File: src/rtl/raabb_hit_collector.sv
// Ray/AABB hit collector: tracks issued rays through the fixed core latency,
// pairs each with its hit bit, buffers results in a FIFO and keeps statistics.
module raabb_hit_collector #(
  parameter int LATENCY    = 42,
  parameter int ID_W       = 14,
  parameter int FIFO_DEPTH = 16,
  parameter int CNT_W      = 16
) (
  input  logic                          clk,
  input  logic                          rst,
  input  logic                          in_valid,
  input  logic [ID_W-1:0]               in_id,
  input  logic                          hit_miss,
  input  logic                          clr_stats,
  output logic                          out_valid,
  input  logic                          out_ready,
  output logic [ID_W-1:0]               out_id,
  output logic                          out_hit,
  output logic [$clog2(FIFO_DEPTH):0]   fifo_level,
  output logic [CNT_W-1:0]              ray_count,
  output logic [CNT_W-1:0]              hit_count,
  output logic                          overflow
);

  localparam int AW = $clog2(FIFO_DEPTH);

  logic [LATENCY-1:0] dl_v;
  logic [ID_W-1:0]    dl_id [LATENCY];

  logic            ret_v;
  logic [ID_W-1:0] ret_id;

  logic [AW:0]   wptr, rptr, wptr_n, rptr_n;
  logic [AW:0]   level;
  logic          full, push, pop, drop;
  logic [ID_W:0] mem [FIFO_DEPTH];
  logic [ID_W:0] head, head_n;

  always_ff @(posedge clk or negedge rst) begin
    if (!rst) begin
      dl_v <= '0;
    end else begin
      dl_v[0] <= in_valid;
      for (int i = 1; i < LATENCY; i++)
        dl_v[i] <= dl_v[i-1];
    end
  end

  // ids only matter alongside a set valid bit, so they need no reset
  always_ff @(posedge clk) begin
    dl_id[0] <= in_id;
    for (int i = 1; i < LATENCY; i++)
      dl_id[i] <= dl_id[i-1];
  end

  assign ret_v  = dl_v[LATENCY-1];
  assign ret_id = dl_id[LATENCY-1];

  assign level     = wptr - rptr;
  assign full      = (level == (AW+1)'(FIFO_DEPTH));
  assign out_valid = (level != '0);
  assign pop       = out_valid & out_ready;
  assign push      = ret_v & (~full | pop);
  assign drop      = ret_v & full & ~pop;
  assign rptr_n    = rptr + {{AW{1'b0}}, pop};
  assign wptr_n    = wptr + {{AW{1'b0}}, push};

  // head register tracks the entry at the next read pointer
  always_comb begin
    head_n = mem[rptr_n[AW-1:0]];
    if (rptr_n == wptr_n)
      head_n = '0;
    else if (push && (rptr_n == wptr))
      head_n = {ret_id, hit_miss};
  end

  always_ff @(posedge clk) begin
    if (push)
      mem[wptr[AW-1:0]] <= {ret_id, hit_miss};
  end

  always_ff @(posedge clk or negedge rst) begin
    if (!rst) begin
      wptr <= '0;
      rptr <= '0;
      head <= '0;
    end else begin
      wptr <= wptr_n;
      rptr <= rptr_n;
      head <= head_n;
    end
  end

  assign out_id     = head[ID_W:1];
  assign out_hit    = head[0];
  assign fifo_level = level;

  always_ff @(posedge clk or negedge rst) begin
    if (!rst) begin
      ray_count <= '0;
      hit_count <= '0;
      overflow  <= 1'b0;
    end else if (clr_stats) begin
      ray_count <= '0;
      hit_count <= '0;
      overflow  <= 1'b0;
    end else begin
      if (ret_v && (ray_count != '1))
        ray_count <= ray_count + CNT_W'(1);
      if (ret_v && hit_miss && (hit_count != '1))
        hit_count <= hit_count + CNT_W'(1);
      if (drop)
        overflow <= 1'b1;
    end
  end

endmodule
File: config.mk
export PLATFORM = sky130hd
export DESIGN_NAME = raabb_hit_collector
export DESIGN_NICKNAME = d
export VERILOG_FILES = /design/src/rtl/raabb_hit_collector.sv
export SDC_FILE = /design/constraint.sdc
export NUM_CORES = 1
export LEC_CHECK = 0
export ABC_CLOCK_PERIOD_IN_PS = 6390
export CAP_MARGIN = 20
export CORE_MARGIN = 2
export CORE_UTILIZATION = 40
export DETAILED_ROUTE_END_ITERATION = 6
export SETUP_SLACK_MARGIN = 0.15
export SLEW_MARGIN = 30
export SYNTH_ARGS = -nofsm -noshare
export SYNTH_HDL_FRONTEND = slang
export SYNTH_SLANG_ARGS = --single-unit
export TNS_END_PERCENT = 10
File: constraint.sdc
create_clock -name clk -period 6.39 [get_ports clk]
set_input_delay 1.278 -clock clk [delete_from_list [all_inputs] [get_ports clk]]
set_output_delay 1.278 -clock clk [all_outputs]
set_load 0.01 [all_outputs]
## Yosys cells after proc, flatten, opt, wreduce, memory -nomap -nowiden

Memory sizes are Yosys's and may differ from the RTL's.
Index checks and enable logic that the tools add are counted.

| storage, ports and cells | value |
|---|---|
| flip-flop bits (word level) | 100 |
| logic and storage cells | 44 |
| memories | 2 |
| output and inout bits | 54 |
| RAM bits | 828 |

| operators by class | value |
|---|---|
| eq/ne operators | 5 |
| reductions and logical operators | 8 |
| add/subtract/negate cells | 5 |
| mux-type cells | 10 |
| bitwise gates (word level) | 7 |

Memory list:

| memory | depth | width | read ports | clocked after Yosys merged registers in | wr ports | line | source |
|---|---|---|---|---|---|---|---|
| dl_id | 42 | 14 | 42 | 0 | 42 | 28 | `logic [ID_W-1:0] dl_id [LATENCY];` |
| mem | 16 | 15 | 1 | 0 | 1 | 36 | `logic [ID_W:0] mem [FIFO_DEPTH];` |

Operators by type and width:

| operator | number |
|---|---|
| 16-bit 2-to-1 mux | 4 |
| 16-bit by 1-bit adder with 16-bit output (second input constant) | 2 |
| 16-bit != test (second input constant) | 2 |
| 15-bit 2-to-1 mux | 2 |
| 5-bit by 1-bit adder with 5-bit output | 2 |
| 5-bit equality test | 2 |
| 2-bit nonzero test | 3 |
| 5-bit equality test (second input constant) | 1 |
| 5-bit nonzero test | 1 |
| 5-bit subtractor | 1 |
| 1-bit bitwise AND | 4 |
| 1-bit logical AND | 4 |
| 1-bit 2-to-1 mux | 4 |
| 1-bit NOT | 2 |
| 1-bit OR | 1 |

## Longest topological paths before layout

Gate-level depths: netlist of run 1.

| depth | value |
|---|---|
| depth after elaboration | 8 |
| depth in mapped cells | 18 |
| depth with buffers taken out | 17 |

## Worst setup path before layout of run 1

No wires, ideal clock.

| timing path | value |
|---|---|
| path type | register to register |
| from | register wptr[0] |
| to | register head[10] |
| path slack | 2.522 ns |
| arrival | 3.750 ns |
| cell stages (with the launch flop) | 19 |
| clock period less this slack | 3.868 ns |
| library setup time | 0.118 ns |
| required time | 6.272 ns |
| cell sequence | dfrtp_1 inv_1 ha_1 fa_1 nand2b_1 a21oi_1 xor2_1 nand2b_1 and2_1 ha_1 ha_1 buf_4 buf_2 buf_1 mux4_2 nand2_1 a31oi_1 mux2i_1 nor2_1 |

| between the ends | value |
|---|---|
| cells in the longest elaborated chain, start to end | 8 |
| elaborated cells on any way between the ends | 15 |
| those cells by class | 3 x add/sub; 3 x eq/ne; 2 x mux; 4 x bitwise; 2 x reduce/logical; 1 x memory |

RTL lines:

| element | line | source |
|---|---|---|
| start: declaration | 33 | `logic [AW:0] wptr, rptr, wptr_n, rptr_n;` |
| start signal: assignment | 88 | `wptr <= wptr_n;` |
| 5-bit subtractor * | 59 | `assign level = wptr - rptr;` |
| named net fifo_level[4] | 19 | `output logic [$clog2(FIFO_DEPTH):0] fifo_level,` |
| 5-bit nonzero test * | 61 | `assign out_valid = (level != '0);` |
| named net out_valid | 15 | `output logic out_valid,` |
| 1-bit bitwise AND * | 62 | `assign pop = out_valid & out_ready;` |
| 5-bit by 1-bit adder with 5-bit output * | 65 | `assign rptr_n = rptr + {{AW{1'b0}}, pop};` |
| named net rptr_n[1] | 33 |  |
| parallel branches: the longest is 3 deep, another holds memory read 16 x 15 bit | - |  |
| 15-bit 2-to-1 mux * | 71 | `if (rptr_n == wptr_n)` |
| named net head_n[10] | 37 | `logic [ID_W:0] head, head_n;` |
| end signal: assignment | 90 | `head <= head_n;` |
| end: declaration | 37 |  |

Mark *: on every way through the listed nets, which the timed path passes.
A chain may end at the register's enable or synchronous reset.

## Final worst setup path of run 1

| timing path | value |
|---|---|
| from | register wptr[0] |
| to | register head[1] |

| between the ends | value |
|---|---|
| cells in the longest elaborated chain, start to end | 8 |
| elaborated cells on any way between the ends | 15 |
| those cells by class | 3 x add/sub; 3 x eq/ne; 2 x mux; 4 x bitwise; 2 x reduce/logical; 1 x memory |

RTL lines:

| element | line |
|---|---|
| parallel branches: the longest is 7 deep, another holds memory read 16 x 15 bit | - |
| 15-bit 2-to-1 mux * | 71 |
| named net head_n[1] | 37 |

Marks and branches as above.

==> results of run 1 <==
[area by class of cell]
class / instances / area share (%)
clock buffer: 126 / 8.26
clock inverter: 33 / 1.44
inverter: 11 / 0.138
multi-input combinational: 396 / 11.9
sequential: 928 / 72.0
tap: 837 / 3.51
timing repair buffer: 84 / 2.75
[metrics by stage]
stage	setup slack, ps	instance area (um^2)
finish	1680	29900
detailed placement	1720	27000
floorplan	2520	25100
CTS	1720	29800
global placement	1860	26900
global route	1320	29900
[power by group through the flow]
stage	clock [mW]	sequential [mW]	combinational (mW)
3_3_place_gp	0	6.77	2.76
4_1_cts	5.21	6.67	2.83
6_report	5.06	6.66	2.79
2_1_floorplan	0	6.74	1.92
3_5_place_dp	0	6.79	2.82
5_1_grt	5.45	6.70	3.02
[worst max-delay path: stages, from the launching register on]
cell and delay, ps:
sky130_fd_sc_hd__dfrtp_1 420, sky130_fd_sc_hd__inv_1 80, sky130_fd_sc_hd__ha_1 230, sky130_fd_sc_hd__fa_1 520, sky130_fd_sc_hd__inv_1 80, sky130_fd_sc_hd__nor4_1 280
sky130_fd_sc_hd__mux2_4 220, sky130_fd_sc_hd__nand2b_1 70, sky130_fd_sc_hd__and2_1 190, sky130_fd_sc_hd__ha_4 160, sky130_fd_sc_hd__ha_2 200, sky130_fd_sc_hd__xnor2_2 130
sky130_fd_sc_hd__buf_4 250, sky130_fd_sc_hd__inv_2 490, sky130_fd_sc_hd__nor3_1 140, sky130_fd_sc_hd__nor3_1 200, sky130_fd_sc_hd__a21oi_1 90, sky130_fd_sc_hd__nor4_4 680
sky130_fd_sc_hd__nor2_1 120
[worst paths after layout]
kind	end	slack [ps]
max	head[1]	1680
min reg2reg	dl_id[2][135]	320
min in group asynchronous	hit_count[14]	600
max in group asynchronous	ray_count[8]	4590
max reg2reg	head[1]	1680
min	dl_id[2][135]	320
[cells by family (layout without fill, tap and decap cells)]
kind of cell	count (synthesis)	after routing	share of synthesized area, %
compound gates	39	39	0.962
xor+xnor	43	43	1.64
fa+ha+maj	11	11	0.578
buf+inv	45	254	0.887
flops	928	928	85.5
mux	78	78	6.12
simple gates	225	225	4.27
[per-layer routing]
metal  track usage (%)  vias up  wire length [um]
li1                  -     5067                 -
met1              15.1     5428             16600
met2              19.2      205             17400
met3              3.28       88              1870
met4              4.56        0              1120
met5                 0        -                 0
[cell usage in the layout, fill, tap and decap left out, types with 18 or more instances in the layout]
| cell | count |
|---|---|
| sky130_fd_sc_hd__clkbuf_1 | 22 |
| sky130_fd_sc_hd__edfxtp_1 | 240 |
| sky130_fd_sc_hd__mux4_2 | 60 |
| sky130_fd_sc_hd__clkbuf_16 | 86 |
| sky130_fd_sc_hd__dfrtp_1 | 100 |
| sky130_fd_sc_hd__nand2_1 | 74 |
| sky130_fd_sc_hd__nor2_1 | 54 |
| sky130_fd_sc_hd__and3_1 | 18 |
| sky130_fd_sc_hd__dfxtp_1 | 588 |
| sky130_fd_sc_hd__clkdlybuf4s50_1 | 71 |
| sky130_fd_sc_hd__xor2_1 | 22 |
[sequential cells by signal, summed over array words and instances (netlist names)]
name       cells
dl_id        588
mem          240
dl_v          42
hit_count     16
ray_count     16
head          15
rptr           5
wptr           5
overflow       1
==> summary by stage, run 1 <==
Run status
The flow ran to the end, and the final reports show no timing, DRC or antenna violations.

Logic synthesis
The top-area cell type share of the netlist area is between 40% and 50%. The unique cell type count in the Yosys netlist is 49. The mapped netlist covers 25,100 um^2. For this run, the number of Yosys warnings is 0. The mean instance size in the synthesized netlist is between 15 and 20 um^2. In the synthesized netlist the dominant register cell turns out to be sky130_fd_sc_hd__dfxtp_1. The register bit total from synthesis is 928.

The sequential element share of the synthesized area is 85.5%. Yosys attributes the largest share of cell area to sky130_fd_sc_hd__dfxtp_1, sky130_fd_sc_hd__edfxtp_1, sky130_fd_sc_hd__dfrtp_1, sky130_fd_sc_hd__mux4_2, sky130_fd_sc_hd__nand2_1. The largest total area in the synthesized netlist belongs to sky130_fd_sc_hd__dfxtp_1. Counting flops with an async set or reset pin after synthesis yields a share of 10.8%. The synthesized net count is about 1,400.

By count the netlist is led by sky130_fd_sc_hd__dfxtp_1, sky130_fd_sc_hd__edfxtp_1, sky130_fd_sc_hd__dfrtp_1. The leading cell type by number of instances after synthesis is sky130_fd_sc_hd__dfxtp_1. The number of flops mapped to enable cells by yosys is 240.

The cell count after synthesis came out at 1,369.

Worst setup path
At the worst endpoint, the required time is 6860 ps. STA classifies the critical path endpoint as a flip-flop. Measured in cells, the most critical reg-to-reg path has a length of 18.

The setup path with the least slack is of type reg2reg. The critical path starts at wptr[0]. The startpoint type of the worst setup path is a flip-flop. Along the worst path, the maximum fanout reaches 33. STA puts the critical path data arrival time at just over 5000 ps. The worst register-to-register path begins at wptr[0].

Global routing
The wire length of the first global-routing pass is 59.5 mm. The initial antenna violation count was 0. The aggregate global-route resource usage is 11.8%.

The number of global-route vias before repair was 11,200. The global-route congestion overflow total is 0. The maximum number of pins on one net before global-route repair is 66.

Timing
After layout, the minimum clock period comes to 4710 ps. The number of setup violations in the final report is 0. The timing-limited maximum frequency is 212 MHz. The clock tree skew after final layout is ~43 ps. Setup repair after global routing left no endpoint under its margin. The final-report max-slew violation count is 0. At the pin with the least slew margin, the transition time is between 900 and 1000 ps. Setup total negative slack on the finished layout was measured at 0 ps.

The final hold violation count is 0. The relative slew slack is 38.0%. After layout, the worst path uses about three quarters of the clock period. Hold timing on the final database bottoms out at a slack of about 320 ps.

Layout
The total area of sequential cells is approximately 21,000 um^2. The area of combinational cells with multiple inputs is roughly 3600 um^2. The total of fill cells in the finished design is 5,210. The final cell count without fillers is 2,415. The utilization after layout is 48.2%.

Relative to the synthesized area, the layout overhead comes to 18.9%. In the final design database the tool counted 1,537 nets. The fraction of final layout cells sized beyond drive strength 1 is 15.0%. 0 antenna diodes ended up in the layout.

Clocking
Post-CTS timing repair inserted 0 buffers for setup. The number of resized instances in the post-cts repair step is 0. The H-tree was split into 3 levels. The library cell used as clock root buffer is sky130_fd_sc_hd__clkbuf_16. Counting every sink on the clock net gives 928. The clock latency of the later-clocked register in the worst-skew pair is between 600 and 700 ps. The clock passes through at most 3 buffers. After clock tree synthesis, the clock-pin slew on the worst setup and hold paths is 60 ps. The TritonCTS clock tree is built. Counting the buffers created by CTS gives between 80 and 90. After clock tree synthesis, the flow added hold-fix buffers numbering 0.

Pwr
The fraction of power consumed by sequential logic is a little under half. The combinational share of power is a little under 20%. The internal power consumption is 10.7 mW. The worst-case IR drop observed on VDD is approximately 0.00025 V.

The reported net switching power is 3.80 mW. The power density normalized to cell area is 486 nW/um^2. The fraction of power consumed by the clock network is 34.8%.

The total power draw is 14.5 mW. The static leakage is 11.5 nW. The switching power share of the total is between 20% and 30%.

Detailed routing
The final wirelength is 37.0 mm. The detailed router placed 10,800 vias in this run. Once detail routing completed, the nets flagged for antenna violations numbered 0. The ratio of routed vias to standard cells is between 4 and 5. For this run, the detailed router's first-pass iteration total came to 5. In the routed design, unresolved DRC markers number 0. After detailed routing, the average wire length per cell comes to between 15 and 20 um. The detailed router finished its first iteration with approximately 560 violations.

Placement
The placed instance count is about 2,300. The half-perimeter wire length of the detailed placement result is 21.0 mm. The quantity of I/O buffers inserted on ports is 73. Routability-driven placement finished with a final weighted congestion of 0.803.

Die
From left edge to right edge, the die measures 255 um. The die covers approximately 65,000 um^2. The die is 255 um tall. The effective utilization at floorplan is 40.5%. Pin placement for this block handled 74 I/O pins.

The floorplan has a little over 90 rows. The placeable core area is ~62,000 um^2.

Min path
The path class of the lowest-slack min-delay path is reg2reg. The startpoint identified for the worst hold timing path is dl_id[2][121]. Counting instances, the worst hold path has a depth of 0.

Job
Max-cap violations in this run came to 0.
No activity file was read; power rests on OpenSTA's default activity.
==> run 2, diff against run 1 <==
--- a/config.mk
+++ b/config.mk
@@ -5,7 +5,7 @@
 export SDC_FILE = /design/constraint.sdc
 export NUM_CORES = 1
 export LEC_CHECK = 0
-export ABC_CLOCK_PERIOD_IN_PS = 6390
+export ABC_CLOCK_PERIOD_IN_PS = 4100
 export CAP_MARGIN = 20
 export CORE_MARGIN = 2
 export CORE_UTILIZATION = 40
==> constraint.sdc (replaced) <==
create_clock -name clk -period 4.1 [get_ports clk]
set_input_delay 0.82 -clock clk [delete_from_list [all_inputs] [get_ports clk]]
set_output_delay 0.82 -clock clk [all_outputs]
set_load 0.01 [all_outputs]
==> run 2 against run 1 <==
Register-to-register slack got worse by 1400 ps. Largest power group unchanged. Critical path type unchanged. Combinational power increased by 67%. Largest cell class unchanged. Global-route usage decreased by 0.12 points. Clock power increased by 52%. Flip-flop and latch count unchanged. Non-clock buffer count increased by 34. Sequential power increased by 56%. Wire length increased by 0.29%. Worst hold slack got worse by 160 ps. Critical path depth decreased by 2. Clock-buffer cell count decreased by 8.
==> summary by stage, run 2 (synthesized netlist as in run 1, its figures left out) <==
Placement
In this run the cell area measured after placement is between 20,000 and 30,000 um^2. The pre-CTS setup slack is ~220 ps. Input and output buffers added on the ports amount to 73.

The final weighted congestion in routability-driven placement is 0.807. The placed instance count is roughly 2,300. The half-perimeter wire length of the detailed placement result is ~21 mm.

Global routing
The wire length of the first global-routing pass is 59.0 mm. For this run the aggregate overflow at the end of global routing stands at 0. The number of global-route vias before repair is about 11,000. In the global route stage, overall resource usage came out at 11.7%.

The initial antenna violation count is 0. Entering global routing, the biggest net connects 42 pins.

Worst setup path
The critical path is of the reg2reg type. Walking the worst path, the cells encountered are ha_1 -> fa_1 -> inv_1 -> nor4_1 -> mux2_4 -> nand2b_1 -> and2_1 -> ha_4 -> ha_2 -> buf_12 -> xnor2_1 -> nand4_1 -> a311o_1 -> buf_6 -> mux2i_1 -> nor2_1. The element type at the critical path end is a flip-flop.

The worst path arrival time is 4300 ps. Along the worst path, the maximum fanout reaches 23. STA classifies the critical path startpoint as a flip-flop. STA puts the critical path data required time at 4590 ps. The worst stage delay on the critical path is 510 ps.

The slowest stage of the critical path is the sky130_fd_sc_hd__fa_1 cell.

Die
Measured along the x axis, the die boundary spans 255 um. The floorplan step defined a die boundary enclosing approximately 65,000 um^2. For this design the top-level I/O count stands at 74. The floorplan has 91 rows. The initial utilization of the core area, before any placement, comes to 40.5%.

The die extent in y is between 200 and 300 um. The placeable core area is 61,900 um^2.

Pwr
Registers are responsible for 45.5% of the overall power. The share of total power dissipated in the clock network is 33.9%. Net switching is 25.8% of the power.

The internal power consumption is 16.9 mW. Across the VDD grid, the largest voltage drop is 0.000491 V. Power spread over the standard cell area amounts to 758 nW/um^2. In this run the power spent charging and discharging nets is 5.86 mW. The share of total power dissipated in combinational logic is 20.6%. The total power draw is about 23 mW. The analysis attributes to cell leakage a power of 11.6 nW.

Timing
Summed over all failing endpoints, the final setup total negative slack is 0 ps. The relative slew slack is 56.1%. The final hold violation count is 0. The final-report max-slew violation count came to 0. Setup violations remaining at the end of the flow were counted as 0. After layout, the minimum clock period comes to 3810 ps. The timing-limited maximum frequency is 262 MHz. Setup repair after global routing left no endpoint under its margin.

The fraction of the cycle the final worst path needs is 93.0%. The smallest setup slack after layout is between 200 and 300 ps. The clock tree skew after final layout is 19.7 ps. The transition time at the pin with the least slew margin is 658 ps.

Layout
The register with the most flip-flops in the layout has 588 of them. For this run, the number of standard cells in the final layout without fillers is 2,444. 0 antenna diodes ended up in the layout. The most common library cell in the layout ignoring fill and taps is sky130_fd_sc_hd__dfxtp_1. Leaving out fill and tap cells, the most frequent cells in the layout are sky130_fd_sc_hd__dfxtp_1, sky130_fd_sc_hd__edfxtp_1, sky130_fd_sc_hd__dfrtp_1. The area added between synthesis and finish is 19.4%.

The fraction of final layout cells sized beyond drive strength 1 is roughly 16%. With fillers left out, the area of the finished cells amounts to about 30,000 um^2. Ranked by flip-flop count, first place goes to dl_id. In the final design database the tool counted 1,570 nets.

Detailed routing
The count of vias placed by the detailed router is roughly 11,000. The remaining antenna violation count after routing is 0. In this run, the number of DRC markers left after iteration 0 of detailed routing was slightly above 600.

After detailed routing, the number of vias per cell comes to 4.45. For this run, design rule violations remaining after detail routing come to 0. The final wirelength is 37.1 mm.

The first TritonRoute pass finished after 4 iterations. The average wire per cell in the routed design is 15.2 um.

Run status
The flow ran to the end, and the final reports show no timing, DRC or antenna violations.

Clocking
The TritonCTS clock tree is built. The total number of H-tree levels is 3. The TritonCTS sink count is 928.

The total CTS buffers is 84. After clock tree synthesis, the flow added hold-fix buffers numbering 0. The clock latency of the later-clocked register in the worst-skew pair is 620 ps. The post-CTS clock slew at the launch and capture registers of the worst setup and hold paths is 60 ps.

The library cell used as clock root buffer is sky130_fd_sc_hd__clkbuf_16. The maximum count of clock buffers along a single path is 3.

Min path
The path class of the lowest-slack min-delay path is in2async.

Job
The max capacitance violation total is 0.
## run 2: cell count changes in the layout (fill, tap and decap cells not counted), sizes merged
cell,before,now
clkbuf,126,118
clkinv,21,24
bufinv,6,5
clkinvlp,0,2
buf,13,47
inv,17,16
## run 2: metal layers
metal,up-vias,part of all wire [%],GRT usage (%)
met1,5475,47,15.9
met2,207,46,18.3
met4,0,2.6,4.33
met3,79,4.3,2.93
met5,-,0,0
li1,5121,-,-
## run 2: repair_timing
item / CTS / global route
gates resized for setup: 0 / 5
setup endpoints to repair: 0 / 15
setup buffers: 0 / 9
## run 2: through the flow
stage / hold WS [ps] / utilization, %
floorplan: 310 / -
global placement: 310 / 43.7
detailed placement: 312 / 43.7
CTS: 158 / 48.3
global route: 186 / 48.4
finish: 161 / 48.4
## run 2: power by group through the flow
stage,clock (mW),combinational (mW),sequential [mW]
final,7.71,4.67,10.4
after global routing,8.34,5.06,10.4
after CTS,7.96,4.60,10.4
after detailed placement,0,4.58,10.6
after global placement,0,4.54,10.5
after floorplan,0,2.99,10.5
## run 2: path summary, 6_finish.rpt
| path | startpoint | end | depth (start not counted) | slack (ps) |
|---|---|---|---|---|
| min in group clk | dl_id[0][141] | dl_id[0][155] | 0 | 310 |
| setup / recovery | rptr[0] | head[4] | 16 | 290 |
| max in group asynchronous | rst | dl_v[0] | 2 | 3100 |
| setup reg to reg | rptr[0] | head[4] | 16 | 290 |
| hold reg to reg | dl_id[0][141] | dl_id[0][155] | 0 | 310 |
| hold / removal | rst | hit_count[14] | 1 | 160 |
## run 2: worst max-delay path, delay by kind of cell (launching register included)
| family | cells | cell delay [ps] |
|---|---|---|
| adders and majority gates | 4 | 1270 |
| DFF | 1 | 410 |
| muxes | 2 | 390 |
| and+or+nand+nor | 5 | 680 |
| AOI/OAI and AO/OA | 1 | 330 |
| xor gates and xnor gates | 1 | 150 |
| buffers and inverters | 3 | 450 |
## run 2: final cells by class
cell class / instances / area (um^2)
clock buffer: 118 / 2420
clock inverter: 36 / 394
fill: 5248 / 31900
inverter: 11 / 41.3
multi-input combinational: 396 / 3450
sequential: 928 / 21500
tap: 837 / 1050
timing repair buffer: 118 / 1150
==> edit (config.mk and constraints of run 2) <==
Change the parameter `ID_W` from 14 to 28.
--- a/src/rtl/raabb_hit_collector.sv
+++ b/src/rtl/raabb_hit_collector.sv
@@ -2,7 +2,7 @@
 // pairs each with its hit bit, buffers results in a FIFO and keeps statistics.
 module raabb_hit_collector #(
   parameter int LATENCY    = 42,
-  parameter int ID_W       = 14,
+  parameter int ID_W       = 28,
   parameter int FIFO_DEPTH = 16,
   parameter int CNT_W      = 16
 ) (
Interface: changed (resized in_id and out_id); port bits go from 74 to 102. No check against the original RTL was run, so the function may have changed too.
==> edit against run 2 <==
Worst setup slack got worse by 0.070 ns; first-iteration DRC count increased by 93%; routed wire length increased by 89%; cell count increased by 76%; sequential cell count increased by 826; synthesized area increased by 83%; non-clock buffer count increased by 35; design area increased by 84%; largest cell class unchanged; total power increased by 89%; the flow now finishes with violations (DRC).
==> edit: results (changes against run 2) <==
<table>
<tr><th>Metric</th><th>Value</th></tr>
<tr><th colspan="2">Power and ir drop</th></tr>
<tr><td>PD cells</td><td>781 nW/µm² (+3.0%)</td></tr>
<tr><td>Standby leakage power</td><td>21.2 nW (+82%)</td></tr>
<tr><th colspan="2">Layout</th></tr>
<tr><td>Clock buffer cells</td><td>243 (+110%)</td></tr>
<tr><td>Final std cells w/o fill</td><td>4304 (+76%)</td></tr>
<tr><th colspan="2">CTS</th></tr>
<tr><td>Clock net sink count</td><td>1754 (+89%)</td></tr>
<tr><td>Worst-Skew Late Latency</td><td>0.75 ns (+0.13 ns)</td></tr>
<tr><td>Setup repair bufs after CTS</td><td>2 (+2)</td></tr>
<tr><th colspan="2">Critical path</th></tr>
<tr><td>Depth of the most critical reg-to-reg path</td><td>17 (+1)</td></tr>
<tr><td>Dominant delay contributor by cell family on the critical path</td><td>buffers and inverters</td></tr>
<tr><td>Peak fanout along the critical path</td><td>3 (-87%)</td></tr>
<tr><td>Internal reg-to-reg setup slack</td><td>0.22 ns (-0.07 ns)</td></tr>
<tr><td>Critical-path cell with the highest stage delay</td><td>sky130_fd_sc_hd__clkdlybuf4s50_1</td></tr>
<tr><th colspan="2">Logic synthesis</th></tr>
<tr><td>Syn_area_per_cell</td><td>19.2 µm² (+4.9%)</td></tr>
<tr><td>Synth unique cells</td><td>44 (-10%)</td></tr>
<tr><td>Ys async rst share</td><td>6.50% (-4.3 points)</td></tr>
<tr><td>Synth Net Count</td><td>2429 (+74%)</td></tr>
<tr><td>Number of synthesized flops with an enable pin</td><td>464 (+93%)</td></tr>
<tr><th colspan="2">Global routing</th></tr>
<tr><td>Initial antenna violation count</td><td>1 (+1)</td></tr>
<tr><td>Global-route wire length before repair</td><td>108000 µm (+84%)</td></tr>
<tr><td>Routing usage on met2</td><td>19.0% (+0.70 points)</td></tr>
<tr><th colspan="2">Detailed routing</th></tr>
<tr><td>Count of unresolved DRC violations after routing</td><td>1 (+1)</td></tr>
<tr><th colspan="2">Timing</th></tr>
<tr><td>Worst-Margin Slew</td><td>0.696 ns (+0.0381 ns)</td></tr>
<tr><th colspan="2">Run status</th></tr>
<tr><td>Run status</td><td>finished, violations left</td></tr>
<tr><td>Violations in the final reports</td><td>DRC</td></tr>
<tr><th colspan="2">Place</th></tr>
<tr><td>Pre-CTS setup slack</td><td>0.0231 ns (-0.194 ns)</td></tr>
</table>
## edit: changes by cell type after synthesis, sizes merged, moves of 15 or more
cell | run 2 | this run
a31oi | 16 | 31
and3 | 18 | 36
dfxtp | 588 | 1176
edfxtp | 240 | 464
mux4 | 60 | 116
nand2 | 74 | 130
## edit: worst max path at each step
stage                        from   endpoint  slack [ns]  cells past startpoint
after floorplan           wptr[0]  mem[3][0]       -0.44                      9
after global placement    wptr[0]    head[3]        0.19                     16
after detailed placement  wptr[0]   head[21]        0.02                     17
after CTS                 wptr[0]  out_valid        0.17                      8
after global routing      wptr[0]   head[12]        0.04                     17
final                     wptr[0]  out_valid        0.22                      8
## edit: kinds of logic after synthesis
| kind of cell | count (synthesis) | share of synthesized area (%) |
|---|---|---|
| DFF | 1754 | 87.9 |
| adders and majority gates | 11 | 0.316 |
| xor gates and xnor gates | 43 | 0.916 |
| AOI/OAI and AO/OA | 50 | 0.657 |
| and+or+nand+nor | 310 | 3.11 |
| buffers and inverters | 68 | 0.682 |
| muxes | 148 | 6.40 |
